`config.mk`:
```
export PLATFORM = sky130hd
export DESIGN_NAME = des_key_schedule
export DESIGN_NICKNAME = d
export VERILOG_FILES = /design/src/rtl/des_key_schedule.sv
export SDC_FILE = /design/constraint.sdc
export NUM_CORES = 1
export LEC_CHECK = 0
export CAP_MARGIN = 20
export CORE_AREA = 2 2 137 139
export CTS_CLUSTER_SIZE = 20
export DETAILED_ROUTE_END_ITERATION = 10
export DIE_AREA = 0 0 139 141
export PLACE_DENSITY = 0.69
export SLEW_MARGIN = 5
export SYNTH_ARGS = -nofsm -noshare
export SYNTH_HDL_FRONTEND = slang
export SYNTH_HIERARCHICAL = 1
export SYNTH_SLANG_ARGS = --single-unit
```
`constraint.sdc`:
```
create_clock -name i_clk -period 3.24 [get_ports i_clk]
set_input_delay 0.486 -clock i_clk [delete_from_list [all_inputs] [get_ports i_clk]]
set_output_delay 0.486 -clock i_clk [all_outputs]
set_load 0.02 [all_outputs]
```
`src/rtl/des_key_schedule.sv`:
```
// Iterative DES key schedule: PC-1 on start, one PC-2 subkey per ready handshake, K1..K16 or K16..K1.
// First subkey one cycle after start; subkey/round hold under backpressure. Optional DES_KEY_PARITY_CHK_EN.

module rotate_left (
   input  logic [4:0]  level,
   input  logic [28:1] c_in,
   input  logic [28:1] d_in,
   output logic [28:1] c_out,
   output logic [28:1] d_out
);
   always_comb begin
      c_out = {c_in[26:1], c_in[28:27]};
      d_out = {d_in[26:1], d_in[28:27]};
      if (level == 5'd1 || level == 5'd2 || level == 5'd9 || level == 5'd16) begin
         c_out = {c_in[27:1], c_in[28]};
         d_out = {d_in[27:1], d_in[28]};
      end
   end
endmodule

module des_key_schedule (
   input  logic        i_clk,
   input  logic        i_rst_n,
   input  logic        i_start,
   input  logic        i_decrypt,
   input  logic [64:1] i_key,
   input  logic        i_subkey_ready,
   output logic [48:1] o_subkey,
   output logic        o_subkey_valid,
   output logic [5:1]  o_round,
   output logic        o_busy,
   output logic        o_done,
   output logic        o_parity_err
);
   typedef enum logic {IDLE = 1'b0, RUN = 1'b1} state_t;

   localparam int PC1 [56] = '{
      57, 49, 41, 33, 25, 17,  9,
       1, 58, 50, 42, 34, 26, 18,
      10,  2, 59, 51, 43, 35, 27,
      19, 11,  3, 60, 52, 44, 36,
      63, 55, 47, 39, 31, 23, 15,
       7, 62, 54, 46, 38, 30, 22,
      14,  6, 61, 53, 45, 37, 29,
      21, 13,  5, 28, 20, 12,  4};

   localparam int PC2 [48] = '{
      14, 17, 11, 24,  1,  5,
       3, 28, 15,  6, 21, 10,
      23, 19, 12,  4, 26,  8,
      16,  7, 27, 20, 13,  2,
      41, 52, 31, 37, 47, 55,
      30, 40, 51, 45, 33, 48,
      44, 49, 39, 56, 34, 53,
      46, 42, 50, 36, 29, 32};

   // Vectors are MSB-first: DES bit n of the key lives at index 65-n.
   function automatic logic [56:1] pc1(input logic [64:1] k);
      logic [56:1] r;
      r = '0;
      for (int i = 0; i < 56; i++) r[56-i] = k[65-PC1[i]];
      return r;
   endfunction

   function automatic logic [48:1] pc2(input logic [56:1] cd);
      logic [48:1] r;
      r = '0;
      for (int i = 0; i < 48; i++) r[48-i] = cd[57-PC2[i]];
      return r;
   endfunction

   state_t      state_q;
   logic [28:1] c_q, d_q;
   logic [4:0]  round_q;
   logic        dec_q;
   logic        done_q;

   logic [56:1] cd0;
   logic [4:0]  next_round;
   logic [4:0]  rot_level;
   logic [28:1] rot_c_in, rot_d_in, rot_c, rot_d;
   logic [28:1] ror_c, ror_d;
   logic        key_ok;

   assign cd0        = pc1(i_key);
   assign next_round = round_q + 5'd1;

   // One rotator serves both the start load (level 1) and encrypt advances.
   assign rot_level = (state_q == IDLE) ? 5'd1 : next_round;
   assign rot_c_in  = (state_q == IDLE) ? cd0[56:29] : c_q;
   assign rot_d_in  = (state_q == IDLE) ? cd0[28:1]  : d_q;

   rotate_left u_rotl (
      .level (rot_level),
      .c_in  (rot_c_in),
      .d_in  (rot_d_in),
      .c_out (rot_c),
      .d_out (rot_d)
   );

   // Decrypt walks the schedule backwards, undoing the shift of level 18-next_round.
   always_comb begin
      ror_c = {c_q[2:1], c_q[28:3]};
      ror_d = {d_q[2:1], d_q[28:3]};
      if (next_round == 5'd2 || next_round == 5'd9 || next_round == 5'd16) begin
         ror_c = {c_q[1], c_q[28:2]};
         ror_d = {d_q[1], d_q[28:2]};
      end
   end

`ifdef DES_KEY_PARITY_CHK_EN
   logic perr_q;

   always_comb begin
      key_ok = 1'b1;
      for (int b = 0; b < 8; b++) key_ok = key_ok & (^i_key[8*b+1 +: 8]);
   end

   always_ff @(posedge i_clk or negedge i_rst_n) begin
      if (!i_rst_n) perr_q <= 1'b0;
      else          perr_q <= (state_q == IDLE) && i_start && !key_ok;
   end

   assign o_parity_err = perr_q;
`else
   assign key_ok       = 1'b1;
   assign o_parity_err = 1'b0;
`endif

   always_ff @(posedge i_clk or negedge i_rst_n) begin
      if (!i_rst_n) begin
         state_q <= IDLE;
         c_q     <= '0;
         d_q     <= '0;
         round_q <= '0;
         dec_q   <= 1'b0;
         done_q  <= 1'b0;
      end else begin
         done_q <= 1'b0;
         case (state_q)
            IDLE: begin
               if (i_start && key_ok) begin
                  state_q <= RUN;
                  round_q <= 5'd1;
                  dec_q   <= i_decrypt;
                  c_q     <= i_decrypt ? cd0[56:29] : rot_c;
                  d_q     <= i_decrypt ? cd0[28:1]  : rot_d;
               end
            end
            RUN: begin
               if (i_subkey_ready) begin
                  if (round_q == 5'd16) begin
                     state_q <= IDLE;
                     round_q <= '0;
                     c_q     <= '0;
                     d_q     <= '0;
                     done_q  <= 1'b1;
                  end else begin
                     round_q <= next_round;
                     c_q     <= dec_q ? ror_c : rot_c;
                     d_q     <= dec_q ? ror_d : rot_d;
                  end
               end
            end
            default: state_q <= IDLE;
         endcase
      end
   end

   assign o_subkey_valid = (state_q == RUN);
   assign o_busy         = (state_q == RUN);
   assign o_subkey       = (state_q == RUN) ? pc2({c_q, d_q}) : '0;
   assign o_round        = round_q;
   assign o_done         = done_q;

endmodule

```
==> impl_summary.md, run 1 <==
Final layout
Summing all non-filler instances in the final layout gives an area of between 0.009 and 0.01 sq mm. The final layout contains 927 nets. The layout has 1,714 filler cells. The area growth from synthesis to layout is 28.86%. The post-layout instance count excluding filler cells is ~1,100. The fraction of layout instances using a drive strength above 1 is 0.2317. The sequential cells in the finished layout cover a total of 0.001607 sq mm. The multi-input combinational cells in the finished layout cover a total of 0.005202 sq mm. The number of antenna diodes in the final layout is 0.

Drt
The remaining antenna violation count after routing is 0. The average vias per placed instance is 6.425. The number of vias after detailed routing is 7,022. The sum of routed wire length over all layers is 22,480 um.

The iteration-0 DRC count of the detailed router is between 600 and 700. The length of the first detailed-routing pass in iterations is 5. The post-detailed-route DRC marker count is 0. The average wire length per cell after detail routing is 20.57 um.

Yosys
The primary flip-flop cell chosen by synthesis mapping is dfrtp_1. The portion of the post-synthesis area used by sequential elements is 0.2241. The biggest area contributor in the post-synthesis netlist is dfrtp_1. By instance count, the leading cell after synthesis is o211ai_1. The gate count of the mapped netlist is 772. When the netlist entered floorplanning its net count stood at 845. In this run, synthesis inferred 0 flip-flops with an integrated enable. The post-synthesis area per instance is 9.256 sq um. Of the post-synthesis cell area, the dominant cell type holds 0.2241. Yosys mapped the design onto 46 distinct sky130hd cell types. The synthesis-stage register bit count is 64. Yosys attributes the largest share of cell area to dfrtp_1 (22%), o211ai_1 (12%), mux2_2 (11%), mux2_1 (8.2%), a221o_1 (7.7%). Of all flip-flops after synthesis, the portion carrying an async set or reset was 1.000. By count the netlist is led by o211ai_1 (113), mux2_2 (68), dfrtp_1 (64), o21a_1 (58), o2111ai_1 (56). The yosys synthesis warning count is 6. The synthesized netlist occupies a cell area of between 0.007 and 0.008 sq mm.

Placed design
The count of input and output buffers is 116. The HPWL after detailed placement is 13,450 um. The worst slack at placement is -0.1090 ns. The post-detailed-placement cell area is 0.008558 sq mm.

The global placement routability congestion is 0.7997. The number of placed instances with taps included is 1,066.

Pwr
The static leakage power is 3.236 nW. The total power consumption of the routed design is around 12 mW. The power density over cell area is 1252 mW/mm^2. The part of the power in registers is 0.156. The part of the total power dissipated in combinational logic is 0.756.

The net switching fraction of the power is 0.4533. For this design the total switching power over the nets is around 5.2 mW. The power share of the clock group is 0.088. The internal power of the cells totals 6.304 mW. The worst ir drop on vdd is 0.7422 mV.

STA
The max-slew violation count is 0. Setup repair after global routing could not meet its margin everywhere. For this run, the top clock speed supported by timing is 302.4 MHz.

The relative max-transition margin is 0.3574. The final critical-path required period is roughly 3.3 ns. The clock skew is 0.007162 ns. Hold is met by approximately 0.29 ns.

The portion of the clock cycle consumed by the worst path in the final layout is 1.021. The number of hold violations in the final report was 0. Setup violations remaining at the end of the flow were counted as 33. The worst-case setup margin in the final layout is -0.06644 ns. The transition at the pin with the smallest max-transition slack is 0.9639 ns.

Outcome
The flow ran to the end, but the final reports show violations. The final reports fail on setup timing.

CTS
The insertion delay of the later-clocked pin in the worst-skew pair is 0.34 ns. The master cell of the clock root buffer is clkbuf_16. TritonCTS built the clock tree.

The number of buffers added to fix hold violations after cts is 0. The clock sink total is 64. Clock-pin slew was measured on the worst setup and hold paths at 0.06 ns. The clock passes through at most 2 buffers. CTS built an H-tree with a depth of 3. Clock tree synthesis inserted a total of 9 buffers.

Critical path
Measured in cells, the most critical reg-to-reg path has a length of 13. The worst path arrival time is 3.51 ns. The data required time of the critical path is roughly 3.4 ns. The kind of start point of the critical path is a flip-flop. The start-to-end type of the worst setup path is flip-flop to flip-flop. The type of element capturing the critical path is a flip-flop.

The top fanout value on the critical path is 9.

Floorplan
The floorplan has 50 rows. The initial standard-cell utilization of the core is 0.3912. 126 I/O pins were placed.

After floorplanning, the core was sized to cover 0.01827 sq mm. The width of the chip is 139 um. The die covers 0.01960 sq mm. The vertical die dimension is between 100 and 150 um.

Global routing
For this run, the total global-route usage over all layers was measured as 0.2194. The initial antenna violation count is 0. The number of global-route vias before repair is 6,768. The total global routing overflow is 0. The maximum number of pins on one net before global-route repair is 113.

The first-pass GRT wire length is roughly 36,000 um.

Job
Max-cap violations in this run came to 0.

Hold path
The min-delay analysis places its worst path in the category input pin to asynchronous set/reset pin.
## through the flow
step           utilization  setup TNS (ns)
6_report            0.5040         -0.6355
3_5_place_dp        0.4685          -2.598
4_1_cts             0.4919        -0.01839
5_1_grt             0.5040          -5.827
3_3_place_gp        0.4685         -0.2199
2_1_floorplan            -               0
## flip-flops by register name, summed over array words and instances (netlist names)
name     flops
c_q         28
d_q         28
dec_q        1
o_busy       1
o_done       1
o_round      5
## layout by cell type (no fill, tap or decap), types with 40 or more instances in the layout
cell             count
and2_1              50
dfrtp_1             60
mux2_2              71
clkdlybuf4s50_1    114
o211ai_1           113
a21o_1              48
buf_4               40
o21a_1              56
a221o_1             55
o2111ai_1           56
## cells by family after synthesis
kind of cell	Yosys count	share of synthesized area
compound gates	400	0.4292
xor+xnor	3	0.003678
fa+ha+maj	4	0.007004
buf+inv	105	0.08020
flops	64	0.2241
mux	120	0.1891
other cells	1	0.0005248
simple gates	75	0.06619
## power by group through the flow
stage | logic, mW | clock network, mW | registers [mW]
6_report | 8.72 | 1.01 | 1.80
5_1_grt | 9.34 | 1.06 | 1.88
4_1_cts | 7.97 | 1.03 | 1.77
3_5_place_dp | 7.48 | 0 | 1.77
3_3_place_gp | 7.38 | 0 | 1.77
2_1_floorplan | 5.58 | 0 | 1.64
## repair_timing
item,CTS,global route
cloned,2,2
buffers inserted,2,5
resized for setup,14,64
endpoints found under the setup margin,50,54
pin swaps,2,4
## worst paths after layout
| kind | start | end | slack [ns] |
|---|---|---|---|
| min in group i_clk | dec_q | dec_q | 0.59 |
| worst min register to register | dec_q | dec_q | 0.59 |
| worst max register to register | o_round[2] | d_q[28] | -0.07 |
| worst max-delay path | o_round[2] | d_q[28] | -0.07 |
| max in group asynchronous | i_rst_n | c_q[28] | 2.11 |
| worst min-delay path | i_rst_n | c_q[7] | 0.29 |
## final cells by class
class                   count  area share
repair buffers            171      0.1932
clock inverters             6    0.007338
well taps                 234     0.03180
inverters                   5    0.002174
flip-flops and latches     64      0.1745
multi-input cells         603      0.5650
clock buffers              10     0.02595
## worst max-delay path, cell delays in order, from the launching register on
cell and delay (ns):
dfrtp_2 0.45, ha_4 0.18, nand3_4 0.07, xor2_4 0.22
nor2_4 0.07, or4b_4 0.50, a31oi_4 0.19, buf_12 0.19
clkbuf_16 0.21, mux2_1 0.35, mux2_2 0.26, a221o_1 0.28
o21ai_0 0.07, o211ai_1 0.11
## metal layers
layer | vias up | routed length (um) | GRT usage
li1 | 3307 | - | -
met1 | 3501 | 10370 | 0.3032
met2 | 193 | 10760 | 0.3601
met3 | 21 | 1017 | 0.02310
met4 | 0 | 338 | 0.07337
met5 | - | 0 | 0
Note: power is estimated with default switching activity, not from simulation.
==> run 2, diff against run 1 <==
--- a/config.mk
+++ b/config.mk
@@ -6,11 +6,11 @@
 export NUM_CORES = 1
 export LEC_CHECK = 0
 export CAP_MARGIN = 20
-export CORE_AREA = 2 2 137 139
+export CORE_AREA = 2 2 146 148
 export CTS_CLUSTER_SIZE = 20
 export DETAILED_ROUTE_END_ITERATION = 10
-export DIE_AREA = 0 0 139 141
-export PLACE_DENSITY = 0.69
+export DIE_AREA = 0 0 148 150
+export PLACE_DENSITY = 0.63
 export SLEW_MARGIN = 5
 export SYNTH_ARGS = -nofsm -noshare
 export SYNTH_HDL_FRONTEND = slang
==> run 2 against run 1 <==
Against the previous run: the run still ends with setup timing left; hold slack better by 0.024 ns; cell count is 3.2% higher; clock-buffer cell count rose by 1; wire length rose by 3.6%.
==> impl_summary.md, run 2 (synthesized netlist as in run 1, its figures left out) <==
Pwr
The share of total power dissipated in combinational logic is 0.759. Of the total power, the share spent switching nets is 0.4479. The part of the power in registers is 0.150. The internal power is 6.586 mW. The power share of the clock group is 0.090.

The power density over cell area is 1280 mW/mm^2. The static leakage power is 3.308 nW. Across the VDD grid, the largest voltage drop is 0.7060 mV. The total power consumption of the routed design is 11.93 mW. For this design the total switching power over the nets is 5.343 mW.

Placed design
Once placement finished, the instance area stood at 0.008527 sq mm. Once placement completed, the tool counted placed cells totaling 1,096. The count of buffers added on input and output ports is 116. The congestion estimate from routability-driven global placement came to 0.7881. The placed wire-length estimate is about 13,000 um.

Final layout
The library cell used most frequently in the layout, excluding fill and tap cells, is clkdlybuf4s50_1. The net count of the finished layout is 921. Measured on the finished design, the core utilization comes to 0.4506. Of the cells placed in the final design, the portion with a size suffix greater than 1 is 0.2403. The top cell types in the final layout, fill and taps aside, are clkdlybuf4s50_1 (114), o211ai_1 (113), mux2_2 (67). After routing the design area is 0.009323 sq mm. The post-layout instance count excluding filler cells is 1,128. 0 antenna diodes ended up in the layout. The area growth from synthesis to layout is 30.47%. The count of fill cells added during filler insertion is 2,024.

Drt
The number of vias after detailed routing is just under 7,000. For this run, design rule violations remaining after detail routing come to 0. The average vias per placed instance is 6.157. The remaining antenna violation count after routing is 0. The sum of routed wire length over all layers is 23,290 um. For this block, the initial DRC count from the detailed router was roughly 580. The length of the first detailed-routing pass in iterations is 4.

The average wire length per cell after detail routing is 20.65 um.

STA
Based on the critical path, the design can be clocked at up to 303.1 MHz. The max-slew violation count came to 0. Headroom to the max-slew limit came out at 0.3374. The worst-case setup margin in the final layout is -0.05906 ns.

In the finished design, the share of the clock period the worst path needs comes to 1.018. Setup repair after global routing could not meet its margin everywhere. The clock skew is approximately 0.006 ns. The final critical-path required period is 3.299 ns.

The final hold slack is 0.3177 ns. The transition at the pin with the smallest max-transition slack is 0.9939 ns. The number of hold violations in the final report came to 0. The number of endpoints failing setup at the final stage is 17.

CTS
The master cell of the clock root buffer is clkbuf_16. The clock sink total is 64. The clock reaches the later pin of the worst-skew pair after 0.34 ns.

Clock-pin slew was measured on the worst setup and hold paths at roughly 0.060 ns. The TritonCTS clock tree is built. CTS built an H-tree with a depth of 3. The number of clock buffers inserted by TritonCTS is 9.

The maximum buffer depth of the clock tree is 2.

Global routing
The overall global routing resource usage is 0.1968. The initial antenna violation count is 0. Entering global routing, the biggest net connects around 110 pins. The number of global-route vias before repair was 6,654. The total global routing overflow is 0. The first global-routing pass estimated 35,910 um of wire.

Critical path
Walking the worst path, the cells encountered are ha_4 -> nand3_4 -> xor2_2 -> nor2_2 -> or4b_4 -> a31oi_4 -> buf_12 -> clkbuf_16 -> mux2_2 -> mux2_2 -> a221o_1 -> o21ai_1 -> o211ai_1. The worst path arrival time is 3.50 ns. The kind of start point of the critical path is a flip-flop.

The largest single stage delay on the critical path is roughly 0.5 ns. In this run the worst path has a maximum fanout of 8. By instance count, the cell type seen most on the critical path is mux2_2. The family with the most delay on the worst path is simple AND/OR/NAND/NOR gates. The data required time of the critical path is 3.45 ns. The critical path buffer and inverter count is 2. The critical-path cell with the highest stage delay is or4b_4. The start-to-end type of the worst setup path is flip-flop to flip-flop. STA classifies the critical path endpoint as a flip-flop.

Floorplan
The die covers between 0.02 and 0.025 sq mm. 126 I/O pins were placed. The vertical die dimension is 150 um. In this run the horizontal extent of the chip is 148 um.

The number of cell rows is 53. The initial standard-cell utilization of the core is 0.3454. The core footprint is roughly 0.021 sq mm.

Outcome
The final reports fail on setup timing. The flow ran to the end, but the final reports show violations.

Job
The tool flagged a number of max-cap violations equal to 0.

Hold path
The worst hold path belongs to the class input pin to asynchronous set/reset pin.
run 2: changes by cell type in the layout (fill, tap and decap cells not counted), sizes merged:
cell / previous run / this run
buf: 55 / 48
clkbuf: 12 / 14
clkinvlp: 2 / 0
bufinv: 1 / 2
run 2: what timing repair did:
action	4_1_cts	5_1_grt
setup buffers	5	3
hold buffers	0	0
pin swaps	1	10
setup endpoints to repair	54	55
gates resized for setup	11	86
cloned	2	4
run 2: worst paths after layout:
check / endpoint / depth (start not counted) / from / slack [ns]
worst max register to register: c_q[11] / 13 / o_round[1] / -0.06
min in group i_clk: dec_q / 1 / dec_q / 0.56
worst min register to register: dec_q / 1 / dec_q / 0.56
worst max-delay path: c_q[11] / 13 / o_round[1] / -0.06
max in group asynchronous: c_q[25] / 2 / i_rst_n / 2.22
worst min-delay path: d_q[8] / 1 / i_rst_n / 0.32
run 2: routing by layer:
metal,vias up,share of wire,GRT usage
met4,0,0.016,0.05048
met5,-,0,0
met2,156,0.46,0.3083
met3,20,0.041,0.02744
met1,3472,0.49,0.2845
li1,3297,-,-
run 2: metrics by stage:
stage	setup TNS [ns]	worst slack, ns
floorplan	0	0.002615
global route	-4.603	-0.1324
global placement	-0.1110	-0.03241
CTS	-0.1399	-0.02073
detailed placement	-0.5901	-0.04963
finish	-0.2986	-0.05906
run 2: cell type report:
| type | count | area [sq um] | area share |
|---|---|---|---|
| clock buffer | 11 | 242.7 | 0.02604 |
| clock inverter | 5 | 78.83 | 0.008455 |
| inverter | 5 | 20.02 | 0.002147 |
| multi-input combinational | 603 | 5251 | 0.5633 |
| sequential | 64 | 1607 | 0.1723 |
| tap | 275 | 344.1 | 0.03691 |
| timing repair buffer | 165 | 1779 | 0.1908 |
run 2: power by group through the flow:
stage	combinational [mW]	sequential, mW	clock, mW
floorplan	5.58	1.64	0
global route	9.68	1.87	1.12
detailed placement	7.46	1.78	0
global placement	7.37	1.78	0
CTS	7.96	1.77	1.09
finish	9.06	1.79	1.08
run 2: worst register-to-register path: stages (launching register included):
cell and delay (ns):
dfrtp_2 0.41, ha_4 0.16, nand3_4 0.06, xor2_2 0.16, nor2_2 0.17, or4b_4 0.50, a31oi_4 0.23, buf_12 0.19
clkbuf_16 0.19, mux2_2 0.35, mux2_2 0.26, a221o_1 0.31, o21ai_1 0.08, o211ai_1 0.10
==> run 3, diff against run 2 <==
--- a/config.mk
+++ b/config.mk
@@ -10,7 +10,7 @@
 export CTS_CLUSTER_SIZE = 20
 export DETAILED_ROUTE_END_ITERATION = 10
 export DIE_AREA = 0 0 148 150
-export PLACE_DENSITY = 0.63
+export PLACE_DENSITY = 0.58
 export SLEW_MARGIN = 5
 export SYNTH_ARGS = -nofsm -noshare
 export SYNTH_HDL_FRONTEND = slang
==> run 3 against run 2 <==
Against the previous run: utilization shrank 0.20 points; worst setup slack better by 0.0025 ns; highest routed layer unchanged; total power is 0.87% lower; sequential power about the same; fmax about the same; the flow still finishes with violations (setup timing); largest cell class unchanged; via count is 0.81% lower.
==> impl_summary.md, run 3 (synthesized netlist as in run 1, its figures left out) <==
Outcome
The final reports fail on setup timing. The flow ran to the end, but the final reports show violations.

STA
The max-slew violation count is 0. The worst pin sits at a relative slew slack of 0.4500. Setup repair after global routing could not meet its margin everywhere. The final critical-path required period is ~3.3 ns. The worst-case setup margin in the final layout is -0.05652 ns. On the final layout, the worst clock skew is 0.004054 ns. Setup violations remaining at the end of the flow were counted as 25.

The number of hold violations in the final report is 0. For this run, the top clock speed supported by timing is 303.4 MHz. For the pin with the worst max-slew slack, the measured transition is 0.8250 ns. Dividing the final minimum period by the clock period gives 1.017.

Critical path
The largest stage delay on the critical path is 0.52 ns. The total stage count of the critical path is 13. Data on the critical path arrives at its endpoint at 3.49 ns.

The family with the most delay on the worst path is compound AO/OA/AOI/OAI gates. The kind of start point of the critical path is a flip-flop. STA classifies the critical path endpoint as a flip-flop.

The data required time of the critical path is 3.44 ns. Walking the worst path, the cells encountered are ha_4 -> nand3_4 -> xor2_4 -> nor2_2 -> or4b_4 -> a31oi_4 -> buf_6 -> clkbuf_16 -> mux2_4 -> mux2_2 -> a221o_1 -> o21ai_1 -> o211ai_1. The top fanout value on the critical path is 6. The worst setup path is of the flip-flop to flip-flop kind. The critical path contains buffers and inverters numbering 2 combined. The critical-path cell with the highest stage delay is or4b_4. Counting cells, the worst reg-to-reg path comes to 13.

Drt
The met3 wirelength from detailed routing is between 800 and 900 um. Summing over every cut layer, the via total after detailed routing is 6,889. The highest layer touched by signal routing is met4. For this run, design rule violations remaining after detail routing come to 0. The length of the first detailed-routing pass in iterations is 5.

The post-route met1 wirelength is 11,480 um. After detailed routing, the number of vias per cell comes to a little over 6. The remaining antenna violation count after routing is 0.

The iteration-0 DRC count of the detailed router is 548. For this block, the routed nets add up to 23,710 um of wire. After detailed routing, the average wire length per cell comes to 21.02 um.

The met2 wire length is 11,090 um.

Pwr
The part of the total power dissipated in combinational logic is 0.764. The power density over cell area is 1274 mW/mm^2. The part of the power in registers is 0.152.

VDD sags by at most 0.7075 mV. The analysis attributes to net switching a power of roughly 5.3 mW. The internal portion of the total power is 6.476 mW. The power share of the clock group is 0.083. Of the total power, the share spent switching nets is 0.4523. The analysis attributes to cell leakage a power of 3.308 nW.

CTS
The maximum buffer depth of the clock tree is 2. The clock slew at the register clock pins of the worst setup and hold paths is approximately 0.060 ns. The tree is rooted in a clkbuf_16. In this run the number of H-tree levels came out at 3. The clock reaches the later pin of the worst-skew pair after 0.34 ns.

The TritonCTS clock tree is built. For this design, the sink count on the clock tree is 64. Buffers inserted to repair hold after CTS numbered 0. The number of clock buffers inserted by TritonCTS is 9.

Job
Max-cap violations in this run came to 0.

Placed design
The placed wire-length estimate is 13,570 um. The count of input and output buffers is 116. The post-detailed-placement cell area is 0.008572 sq mm.

The global placement routability congestion is 0.7845. The number of placed instances with taps included is 1,102.

Final layout
The fraction of layout instances using a drive strength above 1 is 0.2485. The finished layout holds ~1,100 standard cells, fillers aside. The top cell types in the final layout, fill and taps aside, are clkdlybuf4s50_1 (114), o211ai_1 (113), mux2_2 (67). The net count of the finished layout is around 920.

The finished cells cover ~0.0093 sq mm. The area growth from synthesis to layout is 29.89%. Leaving out fill and tap cells, the most frequent cell in the layout is clkdlybuf4s50_1. 0 antenna diodes ended up in the layout.

Floorplan
The core footprint is 0.02069 sq mm. The number of cell rows is 53. In this run the vertical extent of the chip is 150 um. The die is 148 um wide.

The die covers 0.02220 sq mm. The total I/O pin count is approximately 130. For this configuration, the core starts out at a cell density of 0.3454.

Global routing
Global routing finished with a remaining overflow of 0. The first global-routing pass estimated 36,740 um of wire. The overall global routing resource usage is 0.2031. The maximum number of pins on one net before global-route repair is approximately 110. The initial antenna violation count is 0.

The number of global-route vias before repair is roughly 6,600.

Hold path
In this run the worst hold path is classified as input pin to asynchronous set/reset pin.
run 3: cell count changes in the layout (fill, tap and decap cells not counted), moves of 2 or more:
cell     previous run  this run
mux2_1              8         3
mux2_4             45        50
buf_16              5         2
buf_4              31        33
buf_6               2         4
o21ai_0            21        19
run 3: timing repair:
| action | 4_1_cts | 5_1_grt |
|---|---|---|
| cloned | 2 | 4 |
| buffers inserted | 6 | 0 |
| resized for setup | 18 | 91 |
| pin swaps | 2 | 6 |
| setup endpoints to repair | 45 | 55 |
run 3: power by group through the flow:
stage / Sequential, mW / Combinational, mW / Clock, mW
floorplan: 1.64 / 5.58 / 0
detailed placement: 1.79 / 7.46 / 0
CTS: 1.78 / 8.01 / 0.999
finish: 1.80 / 9.04 / 0.985
global route: 1.89 / 9.69 / 1.03
global placement: 1.79 / 7.42 / 0
run 3: area by class of cell:
| class | instances | area [sq um] |
|---|---|---|
| fill | 2061 | 11410 |
| multi-input combinational | 603 | 5289 |
| timing repair buffer | 166 | 1734 |
| sequential | 64 | 1607 |
| tap | 275 | 344.1 |
| clock buffer | 11 | 242.7 |
| clock inverter | 4 | 45.04 |
| inverter | 5 | 20.02 |
run 3: final timing paths:
kind,end,slack [ns],startpoint
min in group i_clk,dec_q,0.57,dec_q
max in group asynchronous,o_busy,2.74,i_rst_n
worst max-delay path,c_q[9],-0.06,o_round[1]
worst max register to register,c_q[9],-0.06,o_round[1]
worst min-delay path,c_q[5],0.18,i_rst_n
worst min register to register,dec_q,0.57,dec_q
run 3: per-stage QoR:
stage               hold WS (ns)  setup TNS, ns  utilization  total power, mW  worst slack, ns
finish                    0.1758        -0.4158       0.4486            11.82         -0.05652
global route              0.2033         -6.895       0.4486            12.61          -0.1787
CTS                       0.1933        -0.1107       0.4357            10.79         -0.01718
detailed placement        0.5496        -0.9895       0.4143            9.255         -0.06922
global placement          0.5444        -0.1979       0.4143            9.206         -0.02879
floorplan                 0.1904              0            -            7.228         0.002615
run 3: worst reg2reg max path: stages, from the launching register on:
cell       delay, ns
dfrtp_2         0.45
ha_4            0.18
nand3_4         0.07
xor2_4          0.18
nor2_2          0.07
or4b_4          0.52
a31oi_4         0.24
buf_6           0.19
clkbuf_16       0.18
mux2_4          0.31
mux2_2          0.26
a221o_1         0.33
o21ai_1         0.08
o211ai_1        0.10
run 3: layer usage:
layer | vias up | track usage
li1 | 3291 | -
met1 | 3435 | 0.2908
met2 | 145 | 0.3250
met3 | 18 | 0.02317
met4 | 0 | 0.05286
met5 | - | 0
